<file path="src/rtl/scan_select_gen.sv">
`default_nettype none
// +--------------------------------------------------------------------------+
// | scan_select_gen: registered channel sequencer for a 3-to-8 decoder select |
// | Rev 1.0                                                                  |
// +--------------------------------------------------------------------------+
module scan_select_gen #(
  parameter int DWELL_W = 16
) (
  input  logic               clk,
  input  logic               rst_n,
  input  logic               en,
  input  logic               mode,
  input  logic               start,
  input  logic [7:0]         ch_mask,
  input  logic [DWELL_W-1:0] dwell,
  output logic [2:0]         s,
  output logic               s_valid,
  output logic               busy,
  output logic               sweep_done
);

  typedef enum logic [0:0] {
    IDLE = 1'b0,
    SCAN = 1'b1
  } state_t;

  localparam logic [DWELL_W-1:0] CNT_ONE = DWELL_W'(1);

  state_t             state, state_nxt;
  logic [2:0]         s_nxt;
  logic [DWELL_W-1:0] cnt, cnt_nxt;
  logic               done_nxt;
  logic [3:0]         adv;

  function automatic logic [2:0] first_ch(input logic [7:0] m);
    first_ch = 3'd0;
    for (int i = 7; i >= 0; i--)
      if (m[i]) first_ch = 3'(i);
  endfunction

  // Returns {wrap, index}: lowest enabled channel above c, else wrap to first.
  function automatic logic [3:0] next_ch(input logic [2:0] c, input logic [7:0] m);
    next_ch = {1'b1, first_ch(m)};
    for (int i = 7; i >= 0; i--)
      if (m[i] && (i > int'(c))) next_ch = {1'b0, 3'(i)};
  endfunction

  assign adv = next_ch(s, ch_mask);

  always_comb begin
    state_nxt = state;
    s_nxt     = s;
    cnt_nxt   = cnt;
    done_nxt  = 1'b0;
    case (state)
      IDLE: begin
        if (en && (ch_mask != 8'd0) && (!mode || start)) begin
          state_nxt = SCAN;
          s_nxt     = first_ch(ch_mask);
          cnt_nxt   = dwell;
        end
      end
      SCAN: begin
        if (!en) begin
          state_nxt = IDLE;
          cnt_nxt   = '0;
        end else if (cnt != '0) begin
          cnt_nxt = cnt - CNT_ONE;
        end else if (ch_mask == 8'd0) begin
          state_nxt = IDLE;
          cnt_nxt   = '0;
        end else if (!adv[3]) begin
          s_nxt   = adv[2:0];
          cnt_nxt = dwell;
        end else if (!mode) begin
          s_nxt    = adv[2:0];
          cnt_nxt  = dwell;
          done_nxt = 1'b1;
        end else begin
          // Single sweep complete: park on the last channel.
          state_nxt = IDLE;
          cnt_nxt   = '0;
          done_nxt  = 1'b1;
        end
      end
      default: begin
        state_nxt = IDLE;
        cnt_nxt   = '0;
      end
    endcase
  end

  always_ff @(posedge clk or negedge rst_n) begin
    if (!rst_n) begin
      state      <= IDLE;
      s          <= 3'd0;
      cnt        <= '0;
      sweep_done <= 1'b0;
    end else begin
      state      <= state_nxt;
      s          <= s_nxt;
      cnt        <= cnt_nxt;
      sweep_done <= done_nxt;
    end
  end

  assign busy    = (state == SCAN);
  assign s_valid = busy;

endmodule
`default_nettype wire

</file>
<file path="config.mk">
export PLATFORM = sky130hd
export DESIGN_NAME = scan_select_gen
export DESIGN_NICKNAME = d
export VERILOG_FILES = /design/src/rtl/scan_select_gen.sv
export SDC_FILE = /design/constraint.sdc
export NUM_CORES = 1
export LEC_CHECK = 0
export ABC_AREA = 1
export CORE_UTILIZATION = 45
export CTS_BUF_LIST = sky130_fd_sc_hd__clkbuf_4 sky130_fd_sc_hd__clkbuf_8
export DETAILED_ROUTE_END_ITERATION = 10
export GPL_ROUTABILITY_DRIVEN = 0
export HOLD_SLACK_MARGIN = 0.06
export PLACE_DENSITY = 0.7
export SETUP_SLACK_MARGIN = 0.1
export SYNTH_ARGS = -nofsm -noshare
export SYNTH_HDL_FRONTEND = slang
export SYNTH_SLANG_ARGS = --single-unit
</file>
<file path="constraint.sdc">
create_clock -name clk -period 1.8 [get_ports clk]
set_input_delay 0.54 -clock clk [delete_from_list [all_inputs] [get_ports clk]]
set_output_delay 0.54 -clock clk [all_outputs]
set_load 0.02 [all_outputs]
</file>
### Word-level counts from Yosys, hierarchy flattened

Cells that the tools add are included.

* add/subtract/negate cells: 1
* $lt $le $gt $ge: 7
* equal/unequal tests: 5
* mux-type cells: 41
* bitwise operators: 1
* reductions and logical operators: 15

Operators by type and width (number)
* 2-to-1 mux 16 bit: 6
* 2-to-1 mux 3 bit: 14
* case mux 16 bit (2 select lines): 1
* 2-to-1 mux 4 bit: 7
* nonzero test 16 bit: 1
* subtractor 16 x 1 -> 16 bit, second input constant: 1
* greater-than comparator 3 bit, first input constant: 4
* 2-to-1 mux 1 bit: 11
* logical AND 1 bit: 9
* logical NOT 8 bit: 1
* inequality test 2 bit, second input constant: 4
* nonzero test 8 bit: 1
* greater-than comparator 2 x 3 -> 1 bit, first input constant: 2
* case mux 3 bit (2 select lines): 1
* AND reduction 5 bit: 1
* greater-than comparator 1 x 3 -> 1 bit, first input constant: 1
* inequality test 3 bit, second input constant: 1
* case mux 1 bit (2 select lines): 1
* logical NOT 1 bit: 1
* logical OR 1 bit: 1
* NOT 1 bit: 1

* flip-flop bits (word level): 21
* bits of input ports: 29
* output and inout port bits: 6
* word-level logic and storage cells: 74

### Depth between registers and ports, before layout

* depth in word-level cells: 21
* mapped depth: 17
* gate-level depth less buffers: 17

### Worst setup path after synthesis

Ideal clock, no wire load.

* path kind: register to register
* start point: register s[2]
* end point: register cnt[13]
* library setup time: 0.126 ns
* arrival: 1.529 ns
* data required time: 1.674 ns
* setup slack: 0.145 ns
* stages on the path, launching flop included: 11
* path buffers: 1
* clock period less this slack: 1.655 ns
* cell sequence: dfrtp_1 inv_1 o21ai_2 nand2_2 nor2_4 nand2_2 o21bai_4 a21oi_4 buf_6 o211ai_2 nand3_2

* longest elaborated chain between the ends: 14
* elaborated cells on any way between the ends: 26
* those cells by class: order compare (7); mux (12); reduce/logical (7)

Ends and longest elaborated chain
* from (decl): line 16 `output logic [2:0] s,`
* from (signal assigned): line 101 `s <= s_nxt;`
* greater-than comparator 3 bit: line 45 `if (m[i] && (i > int'(c))) next_ch = {1'b0, 3'(i)};`
* logical AND 1 bit: line 45
* 2-to-1 mux 4 bit (6 in series): line 45
* 2-to-1 mux 4 bit *: line 45
* 2-to-1 mux 16 bit *: line 72 `end else if (!adv[3]) begin`
* 2-to-1 mux 16 bit *: line 69 `end else if (ch_mask == 8'd0) begin`
* 2-to-1 mux 16 bit *: line 67 `end else if (cnt != '0) begin`
* 2-to-1 mux 16 bit *: line 64 `if (!en) begin`
* case mux 16 bit (2 select lines) *: line 55 `case (state)`
* to (signal assigned): line 102 `cnt <= cnt_nxt;`
* to (decl): line 31 `logic [DWELL_W-1:0] cnt, cnt_nxt;`

Every way passes the cells marked *; elsewhere a longest branch is shown, timed or not.
A chain may end at the register's enable or synchronous reset.

### Final worst setup path

* start point: input ch_mask[2]
* end point: register cnt[7]

* longest elaborated chain between the ends: 8
* elaborated cells on any way between the ends: 13
* those cells by class: eq/ne (1); mux (7); reduce/logical (5)

Ends and longest elaborated chain
* from (decl): line 14 `input logic [7:0] ch_mask,`
* logical AND 1 bit: line 45
* 2-to-1 mux 4 bit (2 in series): line 45
* 2-to-1 mux 16 bit: line 72
* 2-to-1 mux 16 bit: line 69
* 2-to-1 mux 16 bit: line 67
* 2-to-1 mux 16 bit: line 64
* case mux 16 bit (2 select lines): line 55

Parallel ways exist; a longest one is shown, timed or not.

==> results.md <==
* Status: complete, no violations
* Pre-CTS worst setup slack at -0.445 ns
* Cells after Synth at 260
* Initial antenna violation count at 0
* Htree depth at 1
* PwrDens at 998 mW/mm^2
* Asr flop ratio synth at 100%
* Core ar. at about 0.0037 mm^2
* Die width at around 65 um
* Yosys warns at 0
* Final Setup Violations at 0
* Layout Skew at about 0.0023 ns
* Final design utilization at between 70% and 80%
* Number of I/O pins at 35
* Internal power at around 0.0015 W
* Vias at a little over 2,000
* Fmax at 580 MHz
* Top post-synthesis cells by area: dfrtp_1 (29%), nand2_1 (19%), inv_1 (5.7%)
* Vias in the first global route at approximately 1,800
* Wire length per cell at about 15 um
* Post-DP HPWL at ~3600 um
* CP max stage cell: dlygate4sd2_1
* Port buffer count at 34
* Initial Util at 47.6%
* Overflow left after global routing at 0
* Sw power at approximately 0.0013 W
* Yosys cell types at 36
* Root Buffer: clkbuf_8
* Yosys reg bits at 21
* Num CTS Buffers at 3
* All-layer global routing usage at around 24%
* Area share of the largest cell type after synthesis at approximately 29%
* Mapped Area at 0.00178 mm^2
* Startpoint Class: input pin
* Tcrit/Tclk final at 95.8%
* Total wire length at between 5000 and 6000 um
* Relative slew slack at between 70 and 80%
* Mapped Nets at between 200 and 300
* Worst min path class: reg2reg
* Peak VDD IR at between 0.0005 and 0.0006 V
* Crit path max fanout at 8
* Final ANT Viol Nets at 0
* Via density per instance at ~5.4
* Reg power frac at about 28%
* Most frequent cells in the layout: nand2_1 (72), buf_4 (33), inv_1 (19), clkdlybuf4s50_1 (19), dfrtp_1 (17)
* Post-synth EDFFs at 0
* Crit path DAT at 1.86 ns
* Setup TNS at 0 ns
* MaxCap Viol Count at 0
* Setup CP Type: in2reg
* Logic gate share of total power at between 60% and 70%
* First-pass GRT wire length at a little under 8000 um
* Worst-margin pin slew at about 0.30 ns
* Commonest non-fill, non-tap cell in the layout: nand2_1
* Die Y at ~65 um
* Pwr Total at ~0.0028 W
* Fin nets at approximately 370
* Clock Sinks at 21
* Fillers at around 270
* Leakage at 1.37 nW
* DR iter-0 viols at roughly 130
* Max-slew violations at 0
* Sw Share at between 40% and 50%
* Crit-path cells: dlygate4sd2_1 > inv_1 > nand4_1 > nor2_4 > o21bai_4 > a21oi_4 > clkbuf_16 > o211ai_2 > nand3_1
* Post-synthesis sequential area ratio at approximately 30%
* Hold-fix buffers, CTS at 0
* Die area at about 0.0042 mm^2
* Final Critical Period at roughly 1.7 ns
* Final count of hold timing violations at 0
* Fraction of layout cells with a size suffix above 1 at roughly 39%
* Largest net degree at the start of global routing at 22
* DRC Markers at 0
* Row count at 22
* Reg clk slew, reported paths at 0.08 ns
* Layout area overhead at 59.8%
* Slowest stage delay, CP at about 0.27 ns
* Average size of a mapped cell at roughly 6.9 um^2
* TritonCTS clock tree: done
* Ant. Diodes at 0
* Pre-Repair DR Iteration Count at 4
* Crit path required time at about 1.9 ns
* Worst-Skew Late Latency at roughly 0.26 ns
* Clock Path Buffers at 2
* RSZ-0062 raised after global routing: yes
* Synth Flop Type: dfrtp_1
* Worst setup margin at 0.0761 ns
* Area leader, netlist: dfrtp_1
* Clock network power share at 12.0%
* Crit end category: flop
-- critical path, delay by kind of cell --
kind	cells	cell delay (ns)
buffers and inverters	3	0.53
AND/OR/NAND/NOR	3	0.47
AO/OA/AOI/OAI	3	0.31
-- sequential cells by signal, summed over array words and instances, names as in the netlist --
name	flops
busy	1
sweep_done	1
cnt	16
s	3
-- cells by family after synthesis --
family          count (synthesis)  share of synthesized area [%]
compound gates                 38                           17.6
simple gates                  155                           39.2
fa+ha+maj                       2                           1.40
flops                          21                           29.5
xor+xnor                        8                           3.93
buf+inv                        36                           8.35
-- layer usage --
layer | vias to the layer above | part of all wire (%) | global-route usage (%)
met3 | 7 | 6.5 | 2.99
met4 | 0 | 0.76 | 8.33
li1 | 1007 | - | -
met1 | 965 | 43 | 30.8
met5 | - | 0 | 0
met2 | 75 | 50 | 41.1
-- power groups by stage --
stage	Sequential, W	Clock (W)	Combinational, W
detailed placement	0.000746	0	0.00129
global route	0.000815	0.000359	0.00187
finish	0.000798	0.000340	0.00170
floorplan	0.000763	0	0.000801
CTS	0.000737	0.000342	0.00128
global placement	0.000741	0	0.00127
-- through the flow --
step                std cells  hold WS, ns  instance area (um^2)
global placement          366        0.550                  2390
floorplan                 260        0.244                  1780
global route              383        0.629                  2850
detailed placement        366        0.558                  2390
CTS                       370        0.575                  2450
finish                    383        0.598                  2850
-- cell usage after synthesis, drive strengths merged, types with 3 or more instances --
cell and count:
xor2 5, nand4 6, buf 4, o21bai 3, nor2 30, nand3 17, or2 3, o21ai 10
inv 30, xnor2 3, a21oi 4, o211ai 19, nor3 6, nand2 90, dfrtp 21
-- repair_timing --
item,4_1_cts,5_1_grt
pin swaps,8,20
resized for setup,26,80
setup buffers,0,10
endpoints found under the setup margin,27,21
gates cloned,0,3
-- path summary, 6_finish.rpt --
path,from,endpoint,slack (ns),cells past startpoint
max in group asynchronous,rst_n,s[1],0.91,2
min,cnt[5],cnt[5],0.60,2
min in group asynchronous,rst_n,cnt[5],0.63,2
max reg2reg,cnt[6],cnt[13],0.10,10
min reg2reg,cnt[5],cnt[5],0.60,2
max,ch_mask[2],cnt[7],0.08,9
-- final cells by class --
type                            instances  area [um^2]  share of cell area (%)
Clock buffer                            4         48.8                    1.71
Inverter                               31          121                    4.26
Multi-Input combinational cell        203         1370                    48.2
Sequential cell                        21          531                    18.6
Tap cell                               48         60.1                    2.11
Timing Repair Buffer                   76          716                    25.1
(Power assumes the default switching activity.)
==> RTL edit (same flow settings) <==
The parameter `DWELL_W` goes from 16 to 32.
--- a/src/rtl/scan_select_gen.sv
+++ b/src/rtl/scan_select_gen.sv
@@ -4,7 +4,7 @@
 // | Rev 1.0                                                                  |
 // +--------------------------------------------------------------------------+
 module scan_select_gen #(
-  parameter int DWELL_W = 16
+  parameter int DWELL_W = 32
 ) (
   input  logic               clk,
   input  logic               rst_n,
Ports: changed (resized dwell); port bits go from 35 to 51. No check against the original RTL was run, so the function may have changed too.
==> RTL edit against the unedited design <==
The run now ends with negative setup slack left; clock skew increased by 0.011 ns; utilization decreased by 0.64 points; largest power group unchanged; routed wire length increased by 99%; via count increased by 87%; clock power increased by 78%; critical endpoint is now cnt[9]; register-to-register slack got worse by 0.22 ns; sequential cell count increased by 16; total power increased by 75%; design area increased by 81%; synthesized area increased by 80%; highest routed layer unchanged; hold slack got worse by 0.42 ns; setup slack got worse by 0.19 ns; first-iteration DRC count increased by 110%.
==> RTL edit: results (changes against the unedited design) <==
Timing
  • Setup TNS: -1.261 ns (-1.261 ns)
  • Final Setup Violations: 26 (+26)
  • Worst Skew: 0.01363 ns (+0.01128 ns)
  • Hold slack: 0.1791 ns (-0.4189 ns)
  • Worst-Margin Slew: 0.4907 ns (+0.1862 ns)
  • Final worst slack: -0.1173 ns (-0.1934 ns)

Layout
  • Share of cells above drive strength 1: 44.16% (+4.8 points)
  • Regs by FF count: cnt: 32 flops, s: 3 flops

Drt
  • Via count: 3850 (+87%)
  • Initial DRC count: 280 (+110%)

Synthesis
  • Synthesized-area fraction occupied by ao, oa, aoi and oai cells: 18.45% (+0.84 points)
  • Synth Area per Inst: 7.192 sq um (+4.9%)
  • Adder-Cell Fraction of Synth Area: 0.7819% (-0.62 points)
  • Syn nets: 492 (+69%)
  • Commonest cells in the netlist: nand2_1, nor2_1, nand3_1, dfrtp_1, inv_1
  • Top cell type's share of synthesized area: 28.93% (-0.54 points)

Global route
  • GR Layer Usage met1: 35.64% (+4.8 points)

Floorplanning
  • Core ar.: 6832 sq um (+82%)

Critical path
  • Worst endpoint data arrival time: 2.10 ns (+0.24 ns)
  • Delay-heaviest family, CP: compound AO/OA/AOI/OAI gates
  • Crit path largest cell delay: 0.44 ns (+0.17 ns)

Placed design
  • Worst slack, placed: -0.5136 ns (-0.06897 ns)

Hold path
  • Hold Crit Class: in2async

Pwr
  • Clock-net power: 0.604 mW (+78%)
  • Combinational Power Share: 60.5% (+0.5 points)

Run status
  • Violated checks: negative setup slack
  • Outcome: complete, but fails checks
[RTL edit: changes by cell type after synthesis, sizes merged, moves of 13 or more]
| cell | change |
|---|---|
| nand2 | +48 |
| o211ai | +13 |
| nor2 | +34 |
| dfrtp | +16 |
| nand3 | +25 |
[RTL edit: cell families after synthesis]
logic type,Yosys count
AND/OR/NAND/NOR,265
AO/OA/AOI/OAI,70
buffers and inverters,52
flip-flops,37
XOR/XNOR,19
adder cells (fa/ha/maj),2
[RTL edit: layout make-up]
type                            count  share of cell area (%)
Clock buffer                        5                   1.335
Timing Repair Buffer              150                   26.89
Multi-Input combinational cell    356                   47.45
Tap cell                           96                   2.330
Clock inverter                      3                  0.3398
Sequential cell                    37                   18.30
Inverter                           40                   3.350
[RTL edit: what timing repair did]
action	4_1_cts	5_1_grt
gates cloned	2	1
pin swaps	19	33
hold buffers	0	0
setup buffers	23	12
resized for setup	60	110
setup endpoints to repair	42	40
endpoints found under the hold margin	0	0
